===== config.mk =====
export PLATFORM = sky130hd
export DESIGN_NAME = q_max_scan
export DESIGN_NICKNAME = d
export VERILOG_FILES = /design/src/rtl/q_pkg.sv /design/src/rtl/q_cmp_sel.sv /design/src/rtl/q_max_scan.sv
export SDC_FILE = /design/constraint.sdc
export NUM_CORES = 1
export LEC_CHECK = 0
export ABC_CLOCK_PERIOD_IN_PS = 2800
export BUFFER_PORTS_ARGS = -buffer_cell sky130_fd_sc_hd__buf_4
export CAP_MARGIN = 30
export CORE_UTILIZATION = 55
export CTS_CLUSTER_DIAMETER = 40
export DETAILED_ROUTE_END_ITERATION = 8
export PLACE_DENSITY_LB_ADDON = 0.1
export SETUP_SLACK_MARGIN = 0.15
export SKIP_LAST_GASP = 1
export SLEW_MARGIN = 15
export SYNTH_ARGS = -nofsm -noshare
export SYNTH_HDL_FRONTEND = slang
export SYNTH_SLANG_ARGS = --single-unit

===== constraint.sdc =====
create_clock -name clk -period 2.8 [get_ports clk]
set_input_delay 0.14 -clock clk [delete_from_list [all_inputs] [get_ports clk]]
set_output_delay 0.14 -clock clk [all_outputs]
set_load 0.05 [all_outputs]

===== src/rtl/q_pkg.sv =====
// Shared Q-learning types and constants for the Q-value scan and update path.
// Latency: none (package only).
// Backpressure: none (package only).
package q_pkg;

    localparam int Q_W     = 16;   // signed Q-value width
    localparam int N_ACT   = 9;    // actions per state (board squares)
    localparam int STATE_W = 15;   // state index width, 3^9 states
    localparam int ADDR_W  = 18;   // Q-table address width
    localparam int ACT_W   = 4;    // action index width

    // Reported as best action when the board has no legal move.
    localparam logic [ACT_W-1:0] NO_ACTION = 4'hF;

    // Q-value as stored in the table and consumed by the updater.
    typedef logic signed [Q_W-1:0] q_t;

    // Row-scan controller states.
    typedef enum logic [1:0] {
        ST_IDLE  = 2'd0,
        ST_FETCH = 2'd1,
        ST_DRAIN = 2'd2,
        ST_DONE  = 2'd3
    } scan_state_e;

    // First address of a state's row: idx*9 built as (idx<<3)+idx so that
    // no multiplier is inferred. Fits in ADDR_W for every legal index.
    function automatic logic [ADDR_W-1:0] row_base(input logic [STATE_W-1:0] idx);
        logic [ADDR_W-1:0] w_idx;
        w_idx = ADDR_W'(idx);
        return (w_idx << 3) + w_idx;
    endfunction

endpackage


===== src/rtl/q_cmp_sel.sv =====
// Signed compare/select of one candidate Q-value against the running maximum.
// Latency: purely combinational.
// Backpressure: none; the caller decides when to register the result.
// Build option QMAX_TIE_LAST_EN: ties go to the higher index (replace on >=);
// without it ties keep the lower index (replace on strictly greater).
module q_cmp_sel
    import q_pkg::*;
(
    input  q_t               i_cur_max,
    input  logic [ACT_W-1:0] i_cur_idx,
    input  logic             i_cur_vld,
    input  q_t               i_cand,
    input  logic [ACT_W-1:0] i_cand_idx,
    input  logic             i_cand_legal,
    output q_t               o_nxt_max,
    output logic [ACT_W-1:0] o_nxt_idx,
    output logic             o_nxt_vld
);

    logic w_better;
    logic w_take;

`ifdef QMAX_TIE_LAST_EN
    // Later (higher-index) candidates win ties.
    assign w_better = (i_cand >= i_cur_max);
`else
    // Earlier (lower-index) holder survives ties.
    assign w_better = (i_cand > i_cur_max);
`endif

    // An illegal candidate never displaces anything; the first legal one
    // always seeds the running maximum.
    assign w_take = i_cand_legal && (!i_cur_vld || w_better);

    // Select either the candidate or the current holder.
    always_comb begin
        o_nxt_max = i_cur_max;
        o_nxt_idx = i_cur_idx;
        o_nxt_vld = i_cur_vld;
        if (w_take) begin
            o_nxt_max = i_cand;
            o_nxt_idx = i_cand_idx;
            o_nxt_vld = 1'b1;
        end
    end

endmodule


===== src/rtl/q_max_scan.sv =====
// Scans one Q-table row serially and reports the max legal Q-value and its action.
// Latency: start sampled in cycle 0, done pulses in cycle 11, independent of the mask.
// Backpressure: none; start is only honoured in IDLE, otherwise ignored.
// Build option QMAX_TIE_LAST_EN (see q_cmp_sel) selects the tie-break direction.
module q_max_scan
    import q_pkg::*;
(
    input  logic               clk,
    input  logic               rst,
    input  logic               start,
    input  logic [STATE_W-1:0] state_idx,
    input  logic [N_ACT-1:0]   legal_mask,
    output logic               rd_en,
    output logic [ADDR_W-1:0]  rd_addr,
    input  logic [Q_W-1:0]     rd_data,
    output logic               busy,
    output logic               done,
    output logic [Q_W-1:0]     max_q,
    output logic [ACT_W-1:0]   best_action,
    output logic               no_move
);

    localparam logic [ACT_W-1:0] LAST_ACT = ACT_W'(N_ACT - 1);

    scan_state_e      r_state;
    scan_state_e      w_state_nxt;

    logic             w_accept;
    logic             w_rd_en;
    logic             w_busy;
    logic             w_done;

    logic [ADDR_W-1:0] r_base;
    logic [N_ACT-1:0]  r_mask;
    logic [ACT_W-1:0]  r_idx;

    // Read-response tracking: data for r_cmp_idx is on rd_data this cycle.
    logic              r_cmp_vld;
    logic [ACT_W-1:0]  r_cmp_idx;

    q_t                r_run_max;
    logic [ACT_W-1:0]  r_run_idx;
    logic              r_run_vld;

    q_t                w_cand;
    logic              w_cand_legal;
    q_t                w_nxt_max;
    logic [ACT_W-1:0]  w_nxt_idx;
    logic              w_nxt_vld;

    logic [Q_W-1:0]    r_max_q;
    logic [ACT_W-1:0]  r_best_action;
    logic              r_no_move;

    // State register; reset aborts any scan in flight.
    always_ff @(posedge clk) begin
        if (rst) begin
            r_state <= ST_IDLE;
        end else begin
            r_state <= w_state_nxt;
        end
    end

    // Next-state and per-state strobes.
    always_comb begin
        w_state_nxt = r_state;
        w_accept    = 1'b0;
        w_rd_en     = 1'b0;
        w_busy      = 1'b1;
        w_done      = 1'b0;
        case (r_state)
            ST_IDLE: begin
                w_busy = 1'b0;
                if (start) begin
                    w_accept    = 1'b1;
                    w_state_nxt = ST_FETCH;
                end
            end
            ST_FETCH: begin
                w_rd_en = 1'b1;
                if (r_idx == LAST_ACT) begin
                    w_state_nxt = ST_DRAIN;
                end
            end
            ST_DRAIN: begin
                // Last read's data is being compared this cycle.
                w_state_nxt = ST_DONE;
            end
            ST_DONE: begin
                w_done      = 1'b1;
                w_state_nxt = ST_IDLE;
            end
            default: begin
                w_busy      = 1'b0;
                w_state_nxt = ST_IDLE;
            end
        endcase
    end

    // Latch the request so later changes on the inputs cannot disturb the scan.
    always_ff @(posedge clk) begin
        if (rst) begin
            r_base <= '0;
            r_mask <= '0;
        end else if (w_accept) begin
            r_base <= row_base(state_idx);
            r_mask <= legal_mask;
        end
    end

    // Action counter walks 0..N_ACT-1 while fetching and parks on the last one.
    always_ff @(posedge clk) begin
        if (rst) begin
            r_idx <= '0;
        end else if (w_accept) begin
            r_idx <= '0;
        end else if ((r_state == ST_FETCH) && (r_idx != LAST_ACT)) begin
            r_idx <= r_idx + 1'b1;
        end
    end

    // Track which action's data returns next cycle from the synchronous port.
    always_ff @(posedge clk) begin
        if (rst) begin
            r_cmp_vld <= 1'b0;
            r_cmp_idx <= '0;
        end else begin
            r_cmp_vld <= w_rd_en;
            r_cmp_idx <= r_idx;
        end
    end

    assign w_cand       = q_t'(rd_data);
    assign w_cand_legal = r_cmp_vld & r_mask[r_cmp_idx];

    q_cmp_sel u_cmp_sel (
        .i_cur_max    (r_run_max),
        .i_cur_idx    (r_run_idx),
        .i_cur_vld    (r_run_vld),
        .i_cand       (w_cand),
        .i_cand_idx   (r_cmp_idx),
        .i_cand_legal (w_cand_legal),
        .o_nxt_max    (w_nxt_max),
        .o_nxt_idx    (w_nxt_idx),
        .o_nxt_vld    (w_nxt_vld)
    );

    // Running maximum, cleared on each accepted start.
    always_ff @(posedge clk) begin
        if (rst || w_accept) begin
            r_run_max <= '0;
            r_run_idx <= NO_ACTION;
            r_run_vld <= 1'b0;
        end else if (r_cmp_vld) begin
            r_run_max <= w_nxt_max;
            r_run_idx <= w_nxt_idx;
            r_run_vld <= w_nxt_vld;
        end
    end

    // Publish results at the end of DRAIN, folding in the final compare, so
    // they are stable during the done pulse and held until the next scan ends.
    always_ff @(posedge clk) begin
        if (rst) begin
            r_max_q       <= '0;
            r_best_action <= NO_ACTION;
            r_no_move     <= 1'b0;
        end else if (r_state == ST_DRAIN) begin
            r_max_q       <= w_nxt_vld ? w_nxt_max : '0;
            r_best_action <= w_nxt_vld ? w_nxt_idx : NO_ACTION;
            r_no_move     <= ~|r_mask;
        end
    end

    assign rd_en       = w_rd_en;
    assign rd_addr     = (r_state == ST_FETCH) ? (r_base + ADDR_W'(r_idx)) : '0;
    assign busy        = w_busy;
    assign done        = w_done;
    assign max_q       = r_max_q;
    assign best_action = r_best_action;
    assign no_move     = r_no_move;

endmodule


==> results of run 1 <==
[sequential cells by signal (all words and copies together) (netlist names)]
register	flops
r_cmp_vld	1
r_base	18
best_action	4
r_run_max	16
r_state	2
no_move	1
max_q	16
r_run_vld	1
r_cmp_idx	4
r_run_idx	4
r_mask	9
r_idx	4
[how the worst max path moves through the flow]
stage,end,startpoint,cells after the start
6_report,rd_addr[8],r_idx[0]$_SDFFE_PP0P_,9
5_1_grt,rd_addr[15],r_idx[1]$_SDFFE_PP0P_,8
4_1_cts,rd_addr[12],r_idx[0]$_SDFFE_PP0P_,9
3_5_place_dp,max_q[8]$_SDFFE_PP0P_,r_cmp_idx[0]$_SDFF_PP0_,7
3_3_place_gp,max_q[11]$_SDFFE_PP0P_,r_cmp_idx[0]$_SDFF_PP0_,7
2_1_floorplan,rd_addr[3],r_state[1]$_SDFFE_PP0P_,4
[metal layers]
layer | GRT usage (%) | wire length [um]
met5 | 0 | 0
met4 | 11.4 | 147
met3 | 4.51 | 479
met2 | 44.8 | 5780
met1 | 35.6 | 5410
[placed cells by master, fill, tap and decap left out, drive strengths merged, types with 19 or more instances in the layout]
cell type  Yosys  final
buf           10    100
nand2         82     82
dfxtp         80     80
a21oi         56     56
nor2          41     41
ha            39     39
nand3         35     35
inv           32     32
o21ai         29     29
nand4         26     26
o211ai        19     19
[worst reg2reg max path, delay by kind of cell (launching register included)]
| family | cells | cell delay [ps] |
|---|---|---|
| AO/OA/AOI/OAI | 3 | 880 |
| flip-flops | 1 | 450 |
| multiplexers | 1 | 540 |
| buffers and inverters | 1 | 220 |
| AND/OR/NAND/NOR | 2 | 280 |
[logic make-up after synthesis]
family                   after synthesis  share of synthesized area, %
AND/OR/NAND/NOR                      234                          23.8
AO/OA/AOI/OAI                        148                          20.8
flip-flops                            80                          34.1
buffers and inverters                 61                          5.35
adder cells (fa/ha/maj)               41                          11.2
XOR/XNOR                              19                          3.54
multiplexers                           4                          1.12
[area by class of cell]
class	instances	share of cell area, %
sequential	80	28.1
timing repair buffer	100	13.2
clock inverter	4	0.505
tap	105	2.31
clock buffer	12	2.72
multi-input combinational	446	50.9
inverter	33	2.17
[what timing repair did]
| action | 4_1_cts | 5_1_grt |
|---|---|---|
| endpoints found under the setup margin | 6 | 16 |
| gates cloned | 0 | 0 |
| resized for setup | 1 | 9 |
[power by group]
part / total (mW) / internal, mW / switching, mW / leakage (nW)
combinational: 1.31 / 0.460 / 0.850 / 1.56
sequential: 1.39 / 1.27 / 0.128 / 0.650
clock: 0.800 / 0.371 / 0.429 / 0.0886
total: 3.51 / 2.10 / 1.41 / 2.30
==> summary.md, run 1 <==
| Metric | Value |
|---|---|
| Gpl congestion | between 0.8 and 0.9 |
| Clk Latency, worst-skew pair | 360 ps |
| 1st-iter DRT viols | 199 |
| Vias/cell | roughly 5.8 |
| Status | complete, no violations |
| Arrival time of the worst setup path | 2390 ps |
| Clock slew at reported path FFs | 80 ps |
| Slew @ Worst Pin | between 700 and 800 ps |
| Fill cells | around 740 |
| Count leader, synth | nand2_1 |
| Sink Count | 80 |
| Hold_ws | about 21 ps |
| Effective utilization at floorplan | a little under three fifths |
| Static leakage | 2.30 nW |
| Setup TNS | 0 ps |
| Crit path launch type | register |
| Synth cell count leaders | nand2_1 (82), dfxtp_1 (80), a21oi_1 (54), nor2_1 (40), ha_1 (39) |
| CP Class | reg -> out |
| Top cells by area, synth | dfxtp_1 (34%), ha_1 (10%), nand2_1 (6.6%), a21oi_1 (5.8%), nand3_1 (3.7%) |
| Yosys cell types | 54 |
| Layout Cells excl Fill | 780 |
| Reg2reg start | r_cmp_idx[0]$_SDFF_PP0_ |
| Largest area contributor in the netlist | dfxtp_1 |
| Worst R2R Path Depth | 7 |
| Unrepaired setup endpoints after global routing | false |
| Post-synthesis sequential area ratio | between 30 and 40% |
| # IOs | between 80 and 90 |
| Worst-path cell chain | ha_1, fa_1, a21o_1, a21oi_4, buf_4, nor2b_1, xnor2_1, nor2_1, buf_4 |
| Hold Path Cell Cnt | 3 |
| Synth Instances | between 500 and 600 |
| DP Wirelength | 8.62 mm |
| Maximum vdd drop | approximately 360 uV |
| Synthesis-stage register bit count | 80 |
| Hold-fix buffers, CTS | 0 |
| Multi-input logic area | about 0.0029 mm2 |
| Gr ovfl total | 0 |
| Endpoints failing setup | 0 |
| CTS Root Cell | clkbuf_8 |
| Final min period | approximately 2500 ps |
| Worst endpoint required time | roughly 2700 ps |
| Synth async-reset ratio | 0% |
| Final Total Pwr | ~3.5 mW |
| Buf/Inv on CP | 2 |
| Fin area | around 0.0057 mm2 |
| Crit path max fanout | 5 |
| Post-synth net total | ~670 |
| Cell Area, Synth | between 0.004 and 0.005 mm2 |
| PD cells | 615 mW/mm2 |
| Critical Path End Type | output port |
| Clock Tree Buf Depth | 2 |
| Post-route ant nets | 0 |
| First-pass GRT wire length | ~19 mm |
| Routed WL | 11.8 mm |
| Max Cap Viol | 0 |
| Largest delay share family, worst path | adder cells |
| DR WL/cell | between 15 and 20 um |
| Area post-placement | about 0.0055 mm2 |
| Syn Area/Cell | between 8 and 9 um2 |
| Area taken by flip-flops and latches | 0.00160 mm2 |
| Worst R2R End | max_q[11]$_SDFFE_PP0P_ |
| Final core occ | between 60% and 70% |
| Tot GR Track Use | between 20% and 30% |
| Reg2reg setup slack | between 300 and 400 ps |
| YS warnings | 0 |
| Largest net degree at the start of global routing | 43 |
| Die H | 94.4 um |
| Die width | 94.4 um |
| First drt pass iteration count | 5 |
| Final period utilization | between 90% and 100% |
| DRC | 0 |
| Pre-CTS worst setup slack | 272 ps |
| Area growth, synth to finish | 21.3% |
| H-Tree Depth | 3 |
| EDFF count, synth | 0 |
| Critical path's slowest cell | fa_1 |
| Yosys top cell area share | 34.1% |
| Hold Path Class | in -> reg |
| Post-Place Cells | 764 |
| Hold Startpoint | legal_mask[0] |
| Worst Hold Path EP | r_mask[0]$_SDFFE_PP0P_ |
| Die area | slightly below 0.009 mm2 |
| Crit path largest cell delay | 410 ps |
| Final Hold Vio Count | 0 |
| CTS tree | built |
| Max-slew violations | 0 |
| Number of antenna diodes | 0 |
| Max_slew headroom | between 50 and 60% |
| Fin nets | roughly 750 |
| Row cnt | 33 |
| Most used cell, CP | buf_4 |
| Cts bufs inserted | 9 |
| Layout cells sized above 1 | between 20 and 25% |
| Core footprint | approximately 0.0083 mm2 |
| Synth Flop Type | dfxtp_1 |
| Max Fclk | 395 MHz |
| Final WS setup | roughly 270 ps |
| Initial antenna violation count | 0 |
| I/O Buffers | 84 |
| Post-CTS Setup Inserts | 0 |
| Clk_skew | 10.7 ps |
| Number of global-route vias before repair | ~4200 |
| Vias post-DR | between 4000 and 5000 |
No activity file was read; power rests on OpenSTA's default activity.
==> run 2: changes to the inputs <==
MAX_ROUTING_LAYER = met4   (was not set)
==> run 2 against run 1 <==
Compared with the run above:
- total power shrank 0.15%
- global-route usage grew 0.68 points
- via count shrank 0.40%
- sequential cell count is the same
- clock power is essentially flat
==> summary.md, run 2 (synthesis gave the netlist of run 1 again) <==
| Metric | Value |
|---|---|
| Commonest non-fill, non-tap cell in the layout | buf_4 |
| H-Tree Depth | 3 (unchanged) |
| Layout cells sized above 1 | 20.4% (unchanged) |
| Clock Tree Buf Depth | 2 (unchanged) |
| Final period utilization | 90.1% (-0.38 points) |
| Arrival time of the worst setup path | 2380 ps (about the same) |
| Clock slew at reported path FFs | 80 ps (about the same) |
| Die H | 94.4 um (unchanged) |
| Hold Path Class | in -> reg |
| # IOs | 85 (unchanged) |
| Gr ovfl total | 0 (unchanged) |
| Largest net degree at the start of global routing | 43 (unchanged) |
| Effective utilization at floorplan | 56.9% (unchanged) |
| CTS Root Cell | clkbuf_8 |
| Area growth, synth to finish | 21.3% (unchanged) |
| Slew @ Worst Pin | 686 ps (-17.3 ps) |
| Number of antenna diodes | 0 (unchanged) |
| DRC | 0 (unchanged) |
| Hold Startpoint | legal_mask[0] |
| I/O Buffers | 84 (unchanged) |
| Final core occ | 69.0% (unchanged) |
| Final Hold Vio Count | 0 (unchanged) |
| Final min period | 2520 ps (-10.7 ps) |
| Gpl congestion | 0.900 (+1.7%) |
| Die area | 0.00891 mm2 (unchanged) |
| Number of global-route vias before repair | 4177 (+0.36%) |
| Post-route ant nets | 0 (unchanged) |
| First drt pass iteration count | 4 (-1) |
| Critical Path End Type | output port |
| Tot GR Track Use | 28.0% (+0.68 points) |
| Top reg by flops | r_base |
| Core footprint | 0.00826 mm2 (unchanged) |
| Max_slew headroom | 54.1% (+1.2 points) |
| Vias/cell | 5.75 (-0.40%) |
| Static leakage | 2.30 nW (unchanged) |
| Status | complete, no violations |
| Crit path max fanout | 5 (unchanged) |
| CTS tree | built |
| Setup TNS | 0 ps (unchanged) |
| 1st-iter DRT viols | 235 (+18%) |
| Maximum vdd drop | 357 uV (+0.12%) |
| Die width | 94.4 um (unchanged) |
| DR WL/cell | 15.0 um (-0.87%) |
| Initial antenna violation count | 0 (unchanged) |
| Routed WL | 11.7 mm (-0.87%) |
| Fin nets | 754 (unchanged) |
| Row cnt | 33 (unchanged) |
| DP Wirelength | 8.62 mm (unchanged) |
| Clk_skew | 9.74 ps (-1.01 ps) |
| Most frequent cells in the layout | buf_4 (99), nand2_1 (82), dfxtp_1 (79), a21oi_1 (52), nor2_1 (40) |
| Sink Count | 80 (unchanged) |
| Unrepaired setup endpoints after global routing | false |
| Clk Latency, worst-skew pair | 350 ps (about the same) |
| PD cells | 614 mW/mm2 (-0.15%) |
| Max Fclk | 397 MHz (+0.43%) |
| Vias post-DR | 4484 (-0.40%) |
| Worst endpoint required time | 2660 ps (about the same) |
| First-pass GRT wire length | 19.2 mm (-0.11%) |
| Max Cap Viol | 0 (unchanged) |
| Crit. Startpoint | r_idx[0]$_SDFFE_PP0P_ |
| Cts bufs inserted | 9 (unchanged) |
| CP Class | reg -> out |
| Reg2reg start | r_run_max[11]$_SDFFE_PP0P_ |
| Endpoints failing setup | 0 (unchanged) |
| Crit path launch type | register |
| Final Total Pwr | 3.50 mW (-0.15%) |
| Max reg flops | 18 (unchanged) |
| Max-slew violations | 0 (unchanged) |
| Hold-fix buffers, CTS | 0 (unchanged) |
-- run 2: cell counts in the layout (fill, tap and decap cells not counted) --
Identical to the previous run, type by type.
-- run 2: cell type report --
| type | count | area (um2) |
|---|---|---|
| clock buffers | 12 | 155 |
| inverters | 33 | 124 |
| clock inverters | 4 | 28.8 |
| multi-input cells | 446 | 2900 |
| repair buffers | 100 | 754 |
| fillers | 738 | 2560 |
| well taps | 105 | 131 |
| flip-flops and latches | 80 | 1600 |
-- run 2: worst max-delay path, cell delays in order (launching register included) --
cell and delay (ps):
dfxtp_2 350, ha_1 220, fa_1 410, a21o_1 210
a21oi_4 190, buf_4 160, nor2b_1 50, xnor2_1 120
nor2_1 120, buf_4 220
-- run 2: per-layer routing --
layer  up-vias  track usage (%)  routed length [um]
met4         0             11.4                 174
met3        17             4.03                 490
met2       116             44.7                5690
met1      2092             35.6                5360
met5         -                -                   0
li1       2259                -                   -
-- run 2: final timing paths --
kind	end	slack, ps	cells after the start
hold / removal	r_mask[0]$_SDFFE_PP0P_	30	3
setup / recovery	rd_addr[8]	280	9
setup reg to reg	max_q[12]$_SDFFE_PP0P_	360	8
hold reg to reg	r_base[0]$_SDFFE_PP0P_	470	2
-- run 2: per-stage QoR --
stage / hold WS, ps / worst slack [ps] / cells / instance area, um2
detailed placement: 398 / 272 / 764 / 5460
floorplan: 276 / 201 / 587 / 4700
finish: 26.8 / 278 / 780 / 5700
global route: 21.5 / 158 / 780 / 5700
CTS: 20.8 / 165 / 780 / 5640
global placement: 387 / 418 / 764 / 5460
-- run 2: timing repair --
| action | CTS | global route |
|---|---|---|
| cloned | 0 | 0 |
| resized for setup | 1 | 9 |
| endpoints found under the hold margin | 0 | 0 |
| buffers inserted | 0 | 0 |
| endpoints found under the setup margin | 6 | 15 |
-- run 2: power by group --
| group | switching, mW | internal [mW] |
|---|---|---|
| sequential | 0.128 | 1.27 |
| combinational | 0.848 | 0.461 |
| clock | 0.426 | 0.371 |
